--- src/rtl/adc_spi_reader_pkg.sv ---
// Shared definitions for the serial ADC reader.
//   state_e        : reader FSM encodings
//   ADC_*          : default frame layout (16-bit frame, 4 zero lead bits,
//                    12 data bits), the same word layout the DAC writer uses
//   cnt_w()        : bits needed for a counter spanning 0..n-1 (min 1)
package adc_spi_reader_pkg;
  typedef enum logic [1:0] {IDLE, SETUP, SHIFT, QUIET} state_e;

  localparam int ADC_FRAME_BITS = 16;
  localparam int ADC_LEAD_BITS  = 4;
  localparam int ADC_DATA_BITS  = 12;

  function automatic int cnt_w(input int n);
    return (n < 2) ? 1 : $clog2(n);
  endfunction
endpackage

--- src/rtl/adc_spi_reader_if.sv ---
// Bus between the ADC reader and its surroundings (ADC pins + sample output).
//   master : the reader (drives sck/cs_n and the parallel sample side)
//   slave  : ADC model / consumer (drives start and miso)
interface adc_spi_reader_if #(parameter int DATA_BITS = 12);
  logic                 start;
  logic                 miso;
  logic                 sck;
  logic                 cs_n;
  logic                 busy;
  logic [DATA_BITS-1:0] sample;
  logic                 sample_valid;
  logic                 lead_err;

  modport master (input start, miso,
                  output sck, cs_n, busy, sample, sample_valid, lead_err);
  modport slave  (output start, miso,
                  input sck, cs_n, busy, sample, sample_valid, lead_err);
endinterface

--- src/rtl/adc_spi_reader_sck_divider.sv ---
// Serial clock generator: sck toggles every CLK_DIV clk cycles while en_i.
//   clk, rst     : system clock, synchronous active-high reset
//   en_i         : run the divider; when low sck parks high, counter clears
//   clr_i        : force the idle state this edge (ends a frame on sck high)
//   sck_o        : registered serial clock, idles high
//   rise_tick_o  : this edge drives sck 0->1
//   fall_tick_o  : this edge drives sck 1->0
module sck_divider
  import adc_spi_reader_pkg::*;
#(
  parameter int CLK_DIV = 2
) (
  input  logic clk,
  input  logic rst,
  input  logic en_i,
  input  logic clr_i,
  output logic sck_o,
  output logic rise_tick_o,
  output logic fall_tick_o
);
  localparam int            CW   = cnt_w(CLK_DIV);
  localparam logic [CW-1:0] LAST = CW'(CLK_DIV - 1);

  logic [CW-1:0] cnt_q, cnt_d;
  logic          sck_q, sck_d;
  logic          wrap;

  // Ticks depend only on en_i and registers so clr_i may be derived from them.
  assign wrap        = en_i && (cnt_q == LAST);
  assign rise_tick_o = wrap && !sck_q;
  assign fall_tick_o = wrap &&  sck_q;
  assign sck_o       = sck_q;

  always_comb begin
    cnt_d = cnt_q;
    sck_d = sck_q;
    if (clr_i || !en_i) begin
      cnt_d = '0;
      sck_d = 1'b1;
    end else if (wrap) begin
      cnt_d = '0;
      sck_d = ~sck_q;
    end else begin
      cnt_d = cnt_q + CW'(1);
    end
  end

  always_ff @(posedge clk) begin
    if (rst) begin
      cnt_q <= '0;
      sck_q <= 1'b1;
    end else begin
      cnt_q <= cnt_d;
      sck_q <= sck_d;
    end
  end
endmodule

--- src/rtl/adc_spi_reader.sv ---
// SPI master reading one AD7476-style frame per start request.
//   clk, rst : system clock, synchronous active-high reset
//   bus      : adc_spi_reader_if.master
//              start in, miso in, sck/cs_n out, busy out,
//              sample/sample_valid/lead_err out (all registered)
// miso is captured on the edge that raises sck. Leading bits are ORed into
// lead_err, the next DATA_BITS bits shift in MSB-first, trailing bits drop.
module adc_spi_reader
  import adc_spi_reader_pkg::*;
#(
  parameter int CLK_DIV      = 2,
  parameter int FRAME_BITS   = ADC_FRAME_BITS,
  parameter int LEAD_BITS    = ADC_LEAD_BITS,
  parameter int DATA_BITS    = ADC_DATA_BITS,
  parameter int QUIET_CYCLES = 4
) (
  input  logic              clk,
  input  logic              rst,
  adc_spi_reader_if.master  bus
);
  localparam int            BW    = cnt_w(FRAME_BITS + 1);
  localparam int            QW    = cnt_w(QUIET_CYCLES);
  localparam logic [BW-1:0] NBITS = BW'(FRAME_BITS);
  localparam logic [BW-1:0] LEADN = BW'(LEAD_BITS);
  localparam logic [BW-1:0] DATAE = BW'(LEAD_BITS + DATA_BITS);
  localparam logic [QW-1:0] QLAST = QW'(QUIET_CYCLES - 1);

  state_e               state_q, state_d;
  logic [BW-1:0]        bit_q, bit_d;
  logic [QW-1:0]        quiet_q, quiet_d;
  logic [DATA_BITS-1:0] data_q, data_d;
  logic                 lacc_q, lacc_d;
  logic                 cs_n_q, cs_n_d;
  logic                 busy_q, busy_d;
  logic [DATA_BITS-1:0] sample_q, sample_d;
  logic                 valid_q, valid_d;
  logic                 lerr_q, lerr_d;

  logic div_en, rise_tick, fall_tick, done, sck;

  assign div_en = (state_q == SETUP) || (state_q == SHIFT);
  // After the last bit, the fall tick that would start another bit ends the frame
  // instead; clr keeps sck high so no extra edge appears.
  assign done   = (state_q == SHIFT) && fall_tick && (bit_q == NBITS);

  sck_divider #(.CLK_DIV(CLK_DIV)) u_div (
    .clk         (clk),
    .rst         (rst),
    .en_i        (div_en),
    .clr_i       (done),
    .sck_o       (sck),
    .rise_tick_o (rise_tick),
    .fall_tick_o (fall_tick)
  );

  always_comb begin
    state_d  = state_q;
    bit_d    = bit_q;
    quiet_d  = quiet_q;
    data_d   = data_q;
    lacc_d   = lacc_q;
    cs_n_d   = cs_n_q;
    busy_d   = busy_q;
    sample_d = sample_q;
    valid_d  = 1'b0;
    lerr_d   = lerr_q;
    unique case (state_q)
      IDLE: if (bus.start) begin
        state_d = SETUP;
        cs_n_d  = 1'b0;
        busy_d  = 1'b1;
        bit_d   = '0;
        data_d  = '0;
        lacc_d  = 1'b0;
      end
      // The divider's first fall tick marks the end of the cs_n setup time.
      SETUP: if (fall_tick) state_d = SHIFT;
      SHIFT: begin
        if (rise_tick && (bit_q != NBITS)) begin
          bit_d = bit_q + BW'(1);
          if (bit_q < LEADN)      lacc_d = lacc_q | bus.miso;
          else if (bit_q < DATAE) data_d = {data_q[DATA_BITS-2:0], bus.miso};
        end
        if (done) begin
          state_d  = QUIET;
          cs_n_d   = 1'b1;
          sample_d = data_q;
          lerr_d   = lacc_q;
          valid_d  = 1'b1;
          quiet_d  = '0;
        end
      end
      QUIET: if (quiet_q == QLAST) begin
        state_d = IDLE;
        busy_d  = 1'b0;
      end else begin
        quiet_d = quiet_q + QW'(1);
      end
      default: state_d = IDLE;
    endcase
  end

  always_ff @(posedge clk) begin
    if (rst) begin
      state_q  <= IDLE;
      bit_q    <= '0;
      quiet_q  <= '0;
      data_q   <= '0;
      lacc_q   <= 1'b0;
      cs_n_q   <= 1'b1;
      busy_q   <= 1'b0;
      sample_q <= '0;
      valid_q  <= 1'b0;
      lerr_q   <= 1'b0;
    end else begin
      state_q  <= state_d;
      bit_q    <= bit_d;
      quiet_q  <= quiet_d;
      data_q   <= data_d;
      lacc_q   <= lacc_d;
      cs_n_q   <= cs_n_d;
      busy_q   <= busy_d;
      sample_q <= sample_d;
      valid_q  <= valid_d;
      lerr_q   <= lerr_d;
    end
  end

  assign bus.sck          = sck;
  assign bus.cs_n         = cs_n_q;
  assign bus.busy         = busy_q;
  assign bus.sample       = sample_q;
  assign bus.sample_valid = valid_q;
  assign bus.lead_err     = lerr_q;
endmodule

--- src/flat_wrapper.sv ---
// flat-port wrapper written by rule: the top's interface ports become plain ports
module adc_spi_reader_flat import adc_spi_reader_pkg::*;
#(
  parameter int CLK_DIV      = 2,
  parameter int FRAME_BITS   = ADC_FRAME_BITS,
  parameter int LEAD_BITS    = ADC_LEAD_BITS,
  parameter int DATA_BITS    = ADC_DATA_BITS,
  parameter int QUIET_CYCLES = 4
)
  (clk, rst, bus_start, bus_miso, bus_sck, bus_cs_n, bus_busy, bus_sample, bus_sample_valid, bus_lead_err);
  adc_spi_reader_if #(.DATA_BITS(DATA_BITS)) bus_i ();
  input  logic clk;
  input  logic rst;
  input wire logic [$bits(bus_i.start)-1:0] bus_start;
  input wire logic [$bits(bus_i.miso)-1:0] bus_miso;
  output wire logic [$bits(bus_i.sck)-1:0] bus_sck;
  output wire logic [$bits(bus_i.cs_n)-1:0] bus_cs_n;
  output wire logic [$bits(bus_i.busy)-1:0] bus_busy;
  output wire logic [$bits(bus_i.sample)-1:0] bus_sample;
  output wire logic [$bits(bus_i.sample_valid)-1:0] bus_sample_valid;
  output wire logic [$bits(bus_i.lead_err)-1:0] bus_lead_err;
  assign bus_i.start = bus_start;
  assign bus_i.miso = bus_miso;
  assign bus_sck = bus_i.sck;
  assign bus_cs_n = bus_i.cs_n;
  assign bus_busy = bus_i.busy;
  assign bus_sample = bus_i.sample;
  assign bus_sample_valid = bus_i.sample_valid;
  assign bus_lead_err = bus_i.lead_err;
  adc_spi_reader #(.CLK_DIV(CLK_DIV), .FRAME_BITS(FRAME_BITS), .LEAD_BITS(LEAD_BITS), .DATA_BITS(DATA_BITS), .QUIET_CYCLES(QUIET_CYCLES)) u_core (.clk(clk), .rst(rst), .bus(bus_i));
endmodule
--- config.mk ---
export PLATFORM = sky130hd
export DESIGN_NAME = adc_spi_reader_flat
export DESIGN_NICKNAME = d
export VERILOG_FILES = /design/src/rtl/adc_spi_reader_pkg.sv /design/src/rtl/adc_spi_reader_if.sv /design/src/rtl/adc_spi_reader_sck_divider.sv /design/src/rtl/adc_spi_reader.sv /design/src/flat_wrapper.sv
export SDC_FILE = /design/constraint.sdc
export NUM_CORES = 1
export LEC_CHECK = 0
export ABC_CLOCK_PERIOD_IN_PS = 2300
export CAP_MARGIN = 20
export CORE_ASPECT_RATIO = 1.25
export CORE_MARGIN = 4
export CORE_UTILIZATION = 54
export DETAILED_ROUTE_END_ITERATION = 6
export GPL_TIMING_DRIVEN = 0
export PLACE_DENSITY = 0.78
export SYNTH_ARGS = -nofsm -noshare
export SYNTH_HDL_FRONTEND = slang
export SYNTH_SLANG_ARGS = --single-unit
export TNS_END_PERCENT = 50
--- constraint.sdc ---
create_clock -name clk -period 2.3 [get_ports clk]
set_input_delay 0.23 -clock clk [delete_from_list [all_inputs] [get_ports clk]]
set_output_delay 0.23 -clock clk [all_outputs]
set_load 0.03 [all_outputs]
==> impl_results.md, run 1 <==
* Status: completed
* Gr ovfl total at 0
* Clock Sinks at 40
* Worst Clk Skew at 0.00414 ns
* Synth top area share at 0.471
* Delay-heaviest family, CP: compound AO/OA/AOI/OAI gates
* N_diodes at 0
* RSZ-0062 raised after global routing: false
* Min Tclk post-route at 2.01 ns
* DRT Pass-1 Iters at 4
* Async set-reset flop share out of synthesis at 0
* Num CTS Buffers at 5
* Synth warnings at 0
* Post-synthesis net count at 199
* EDFF count, synth at 0
* CP Cell Sequence: inv_1, ha_1, nand4b_2, o31ai_1, a21oi_1, buf_2, a22o_1
* CTS Buffer Depth at 2
* Post-DP HPWL at 2680 µm
* DR WL/cell at 14.5 µm
* Relative slew slack at 0.673
* Number of distinct library cells after synthesis at 35
* Rows at 22
* CP Buf/Inv Count at 2
* Inst Count DP at 242
* Final period utilization at 0.873
* PortBufs at 19
* WP data required at 2.55 ns
* Post-CTS sizing at 0
* WS Path Type: register to register
* Hold slack at 0.293 ns
* Top cells by area, synth: dfxtp_1, a21oi_1, a22o_1, ha_1, nand3_1
* Placed Area at 0.00194 mm²
* Endpoints failing setup at 0
* Worst-Margin Slew at 0.490 ns
* Layout cells sized above 1 at 0.0751
* Core ar. at 0.00297 mm²
* Via density at 5.84
* Crit. End Element: register
* Power share of the combinational group at 0.326
* Final core occ at 0.673
* First-pass GRT wire length at 6090 µm
* Hold Fails Final Rpt at 0
* Later-pin clock latency in the skew report at 0.35 ns
* H-tree depth at 2
* Flop pwr share at 0.453
* DR iter-0 viols at 46
* # DRC at 0
* Die outline height at 70.7 µm
* Clock Power Share at 0.221
* Fin area at 0.00200 mm²
* Die area at 0.00412 mm²
* I/O pin count at 21
* Synthesized area at 0.00170 mm²
* Critical path arrival at 2.26 ns
* Int Pwr at 1.13 mW
* Placer Congestion at 0.808
* Sw Pwr at 0.631 mW
* Slowest CP cell: dfxtp_1
* Total Routing Usage GR at 0.189
* Initial Util at 0.572
* CP startpoint kind: register
* CTS Root Cell: clkbuf_4
* CP Max Fanout at 10
* Post-synthesis sequential area ratio at 0.471
* Vias in the first global route at 1425
* CTS clk-pin slew, worst paths at 0.11 ns
* Leakage at 0.724 nW
* Pwr Density at 880 mW/mm²
* Max cap viols at 0
* Initial antenna violation count at 0
* Max-slew violations at 0
* Synth Flop Type: dfxtp_1
* Peak supply drop at 0.708 mV
* Routed WL at 3600 µm
* Non-Filler Instances at 249
* Syn avg cell area at 9.09 µm²
* Via count at 1455
* Total Neg Setup Slack at 0 ns
* Post-Syn Instances at 187
* Sw frac at 0.358
* Clock tree from TritonCTS: built
* Layout area overhead at 17.7%
* Final ANT Viol Nets at 0
* Setup bufs post-CTS at 0
* Slowest Stage Delay on Critical Path at 0.40 ns
* NumNets Final at 225
* Register bit total from synthesis at 40
* Die Wd at 58.2 µm
* Largest net degree at the start of global routing at 12
* Hold Path Class: input pin to register
* Fmax at 498 MHz
* Largest area contributor in the netlist: dfxtp_1
* # hold bufs at CTS at 0
==> registers in the layout (all words and copies together) (netlist names) <==
signal and flops:
u_core.bus.sample 12, u_core.data_q 12, u_core.bit_q 5, u_core.quiet_q 2, u_core.state_q 2, u_core.bus.busy 1, u_core.bus.cs_n 1, u_core.bus.lead_err 1
u_core.bus.sample_valid 1, u_core.lacc_q 1, u_core.u_div.cnt_q 1, u_core.u_div.sck_o 1
==> layout make-up <==
class / instances / area (µm²)
multi-input combinational: 131 / 831
clock buffer: 7 / 65.1
sequential: 40 / 801
tap: 36 / 45.0
fill: 229 / 972
buffer: 10 / 46.3
inverter: 6 / 22.5
timing repair buffer: 19 / 190
==> routing by layer <==
metal	GRT usage	share of wire	vias to the layer above
li1	-	-	717
met1	0.210	0.42	692
met2	0.315	0.51	37
met3	0.0511	0.046	9
met4	0.116	0.022	0
met5	0	0	-
==> final timing paths <==
| path | startpoint | depth (start not counted) | slack [ns] | endpoint |
|---|---|---|---|---|
| worst max register to register | u_core.state_q[0] | 7 | 0.29 | u_core.data_q[8] |
| worst max-delay path | u_core.state_q[0] | 7 | 0.29 | u_core.data_q[8] |
| worst min-delay path | rst | 2 | 0.29 | u_core.bit_q[4] |
| worst min register to register | u_core.bus.sample[1] | 2 | 0.46 | u_core.bus.sample[1] |
==> power groups by stage <==
stage,Combinational [mW],Clock [mW],Sequential [mW]
floorplan,0.401,0,0.831
global placement,0.543,0,0.808
detailed placement,0.566,0,0.814
CTS,0.570,0.398,0.798
global route,0.634,0.421,0.806
finish,0.575,0.389,0.797
==> synth_stat cells (3+ instances only) <==
| library cell | n |
|---|---|
| a21oi_1 | 23 |
| a22o_1 | 12 |
| buf_2 | 3 |
| clkbuf_1 | 5 |
| dfxtp_1 | 40 |
| ha_1 | 8 |
| inv_1 | 6 |
| nand2_1 | 21 |
| nand2b_1 | 5 |
| nand3_1 | 18 |
| nor2_1 | 8 |
| o21ai_0 | 6 |
| o21bai_1 | 3 |
==> logic make-up (layout without fill, tap and decap cells) <==
family | count (synthesis) | count (layout) | share of synthesized area
muxes | 2 | 2 | 0.0118
and+or+nand+nor | 68 | 68 | 0.210
DFF | 40 | 40 | 0.471
adders and majority gates | 8 | 8 | 0.0589
AOI/OAI and AO/OA | 52 | 52 | 0.203
buffers and inverters | 16 | 42 | 0.0405
xor gates and xnor gates | 1 | 1 | 0.00515
==> metrics by stage <==
stage | power [mW] | setup slack (ns)
finish | 1.76 | 0.292
global route | 1.86 | 0.0664
CTS | 1.77 | 0.295
detailed placement | 1.38 | 0.334
global placement | 1.35 | 0.402
floorplan | 1.23 | 0.542
==> cell usage in the layout (no fill, tap or decap), drive strengths merged <==
cell type,n
o31ai,1
o21ai,6
xor2,1
ha,8
buf,4
and2,2
a31oi,2
nand3,18
o21a,1
nor2,8
clkbuf,13
a311oi,2
inv,6
nor3,3
nand4b,2
and3,1
o21bai,3
nand2,21
nand2b,5
a22o,12
and4bb,1
or3,2
or4,1
mux2i,2
clkdlybuf4s50,19
nand4,1
o211ai,1
nor4b,1
dfxtp,40
a21oi,23
o221a,1
nor2b,2
(Power assumes the default switching activity.)
==> run 2: changes to the inputs <==
--- a/config.mk
+++ b/config.mk
@@ -5,7 +5,6 @@
 export SDC_FILE = /design/constraint.sdc
 export NUM_CORES = 1
 export LEC_CHECK = 0
-export ABC_CLOCK_PERIOD_IN_PS = 2300
 export CAP_MARGIN = 20
 export CORE_ASPECT_RATIO = 1.25
 export CORE_MARGIN = 4
@@ -13,6 +12,7 @@
 export DETAILED_ROUTE_END_ITERATION = 6
 export GPL_TIMING_DRIVEN = 0
 export PLACE_DENSITY = 0.78
+export RECOVER_POWER = 100
 export SYNTH_ARGS = -nofsm -noshare
 export SYNTH_HDL_FRONTEND = slang
 export SYNTH_SLANG_ARGS = --single-unit
==> impl_results.md, run 2 (synthesis gave the netlist of run 1 again) <==
* CP startpoint kind: register
* Die outline height at 70.7 µm (unchanged)
* CP Max Fanout at 10 (unchanged)
* DRT Pass-1 Iters at 5 (+1)
* Final ANT Viol Nets at 0 (unchanged)
* Initial antenna violation count at 0 (unchanged)
* Hold-critical path endpoint: u_core.bit_q[4]
* DR WL/cell at 14.4 µm (-0.58%)
* DR iter-0 viols at 55 (+20%)
* H-tree depth at 2 (unchanged)
* Min Tclk post-route at 2.08 ns (+0.0754 ns)
* Pwr Density at 877 mW/mm² (-0.38%)
* Largest net degree at the start of global routing at 12 (unchanged)
* # DRC at 0 (unchanged)
* Worst R2R Setup Slack at 0.22 ns (-0.08 ns)
* Layout cells sized above 1 at 0.0657 (-0.00939)
* Endpoints failing setup at 0 (unchanged)
* Slowest CP cell: dfxtp_1
* Initial Util at 0.572 (unchanged)
* Hold Crit Depth at 2 (unchanged)
* # hold bufs at CTS at 0 (unchanged)
* Relative slew slack at 0.672 (-0.000769)
* Post-CTS sizing at 0 (unchanged)
* Multi-input gate area at 831 µm² (unchanged)
* Worst r2r src: u_core.state_q[0]
* Post-DP HPWL at 2680 µm (unchanged)
* NumNets Final at 225 (unchanged)
* Setup bufs post-CTS at 0 (unchanged)
* N_diodes at 0 (unchanged)
* Fmax at 480 MHz (-3.6%)
* Storage cell area at 801 µm² (unchanged)
* Via density at 5.81 (-0.62%)
* Max-slew violations at 0 (unchanged)
* RR Endpoint: u_core.bus.sample[10]
* Most frequent cells in the layout: dfxtp_1, a21oi_1, nand2_1, nand3_1, dlygate4sd3_1
* CTS Buffer Depth at 2 (unchanged)
* I/O pin count at 21 (unchanged)
* Clock Sinks at 40 (unchanged)
* Worst-Margin Slew at 0.492 ns (+0.00115 ns)
* WS Path Type: register to register
* Vias in the first global route at 1425 (unchanged)
* Final core occ at 0.671 (-0.00168)
* Placed Area at 0.00194 mm² (unchanged)
* Delay-heaviest family, CP: buffers and inverters
* Die area at 0.00412 mm² (unchanged)
* CTS clk-pin slew, worst paths at 0.11 ns (about the same)
* Fin area at 0.00200 mm² (-0.25%)
* Final period utilization at 0.906 (+0.0328)
* Status: completed
* CP Cell Sequence: inv_1, ha_1, and3_1, and2_1, clkbuf_1, clkbuf_2, nand3_1, a21oi_1
* Leakage at 0.767 nW (+5.9%)
* Total Neg Setup Slack at 0 ns (unchanged)
* WP data required at 2.57 ns (+0.02 ns)
* Num CTS Buffers at 5 (unchanged)
* Placer Congestion at 0.808 (unchanged)
* Crit. End Element: register
* Layout area overhead at 17.4%
* Fillers at 232 (+1.3%)
* Peak supply drop at 0.704 mV (-0.49%)
* Core ar. at 0.00297 mm² (unchanged)
* PortBufs at 19 (unchanged)
* Critical path arrival at 2.35 ns (+0.09 ns)
* Worst R2R Path Depth at 8 (+1)
* CTS Root Cell: clkbuf_4
* Hold Path Class: input pin to register
* HP Start: rst
* Max cap viols at 0 (unchanged)
* Clock tree from TritonCTS: built
* Via count at 1446 (-0.62%)
* Die Wd at 58.2 µm (unchanged)
* Slowest Stage Delay on Critical Path at 0.39 ns (about the same)
* Gr ovfl total at 0 (unchanged)
* First-pass GRT wire length at 6090 µm (unchanged)
* RSZ-0062 raised after global routing: false
* Commonest non-fill, non-tap cell in the layout: dfxtp_1
* Later-pin clock latency in the skew report at 0.34 ns (about the same)
* Routed WL at 3580 µm (-0.58%)
* Rows at 22 (unchanged)
* Total Routing Usage GR at 0.189 (unchanged)
* Worst Clk Skew at 0.00498 ns (+0.000839 ns)
* CP Buf/Inv Count at 3 (+1)
* Hold Fails Final Rpt at 0 (unchanged)
[run 2: cell count changes in the layout (fill, tap and decap cells not counted)]
cell / previous run / this run
clkbuf_1: 5 / 7
buf_2: 3 / 1
dlygate4sd3_1: 0 / 17
buf_4: 1 / 0
clkbuf_2: 1 / 2
clkdlybuf4s50_1: 19 / 2
[run 2: through the flow]
stage	hold slack [ns]	setup WS, ns	power [mW]	cells
floorplan	0.356	0.542	1.23	187
global route	0.327	0.0397	1.86	249
detailed placement	0.446	0.334	1.38	242
global placement	0.442	0.402	1.35	242
finish	0.295	0.216	1.75	249
CTS	0.270	0.295	1.77	249
[run 2: power by group]
part,internal (mW),total [mW],switching (mW)
clock,0.173,0.385,0.212
combinational,0.206,0.569,0.363
sequential,0.746,0.796,0.0502
[run 2: routing by layer]
layer / part of all wire / track usage / vias to the layer above
li1: - / - / 717
met1: 0.41 / 0.210 / 680
met2: 0.51 / 0.315 / 38
met3: 0.049 / 0.0511 / 11
met4: 0.025 / 0.116 / 0
met5: 0 / 0 / -
[run 2: worst max path at each step]
stage	start	slack (ns)	to	cells past startpoint
6_report	u_core.state_q[0]	0.22	u_core.bus.sample[10]	8
5_1_grt	u_core.state_q[0]	0.04	u_core.bus.sample[3]	8
4_1_cts	u_core.state_q[1]	0.29	u_core.data_q[6]	7
3_5_place_dp	u_core.state_q[1]	0.33	u_core.data_q[6]	7
3_3_place_gp	u_core.state_q[0]	0.40	u_core.data_q[0]	7
2_1_floorplan	u_core.state_q[0]	0.54	u_core.data_q[10]	7
[run 2: final cells by class]
class | instances | share of cell area
multi-input cells | 131 | 0.416
clock buffers | 7 | 0.0326
repair buffers | 19 | 0.0953
flip-flops and latches | 40 | 0.401
inverters | 6 | 0.0113
well taps | 36 | 0.0226
plain buffers | 10 | 0.0207
[run 2: worst register-to-register path, cell delays in order (launching register included)]
cell	delay, ns
dfxtp_1	0.39
inv_1	0.10
ha_1	0.35
and3_1	0.22
and2_1	0.14
clkbuf_1	0.27
clkbuf_2	0.29
nand3_1	0.10
a21oi_1	0.16
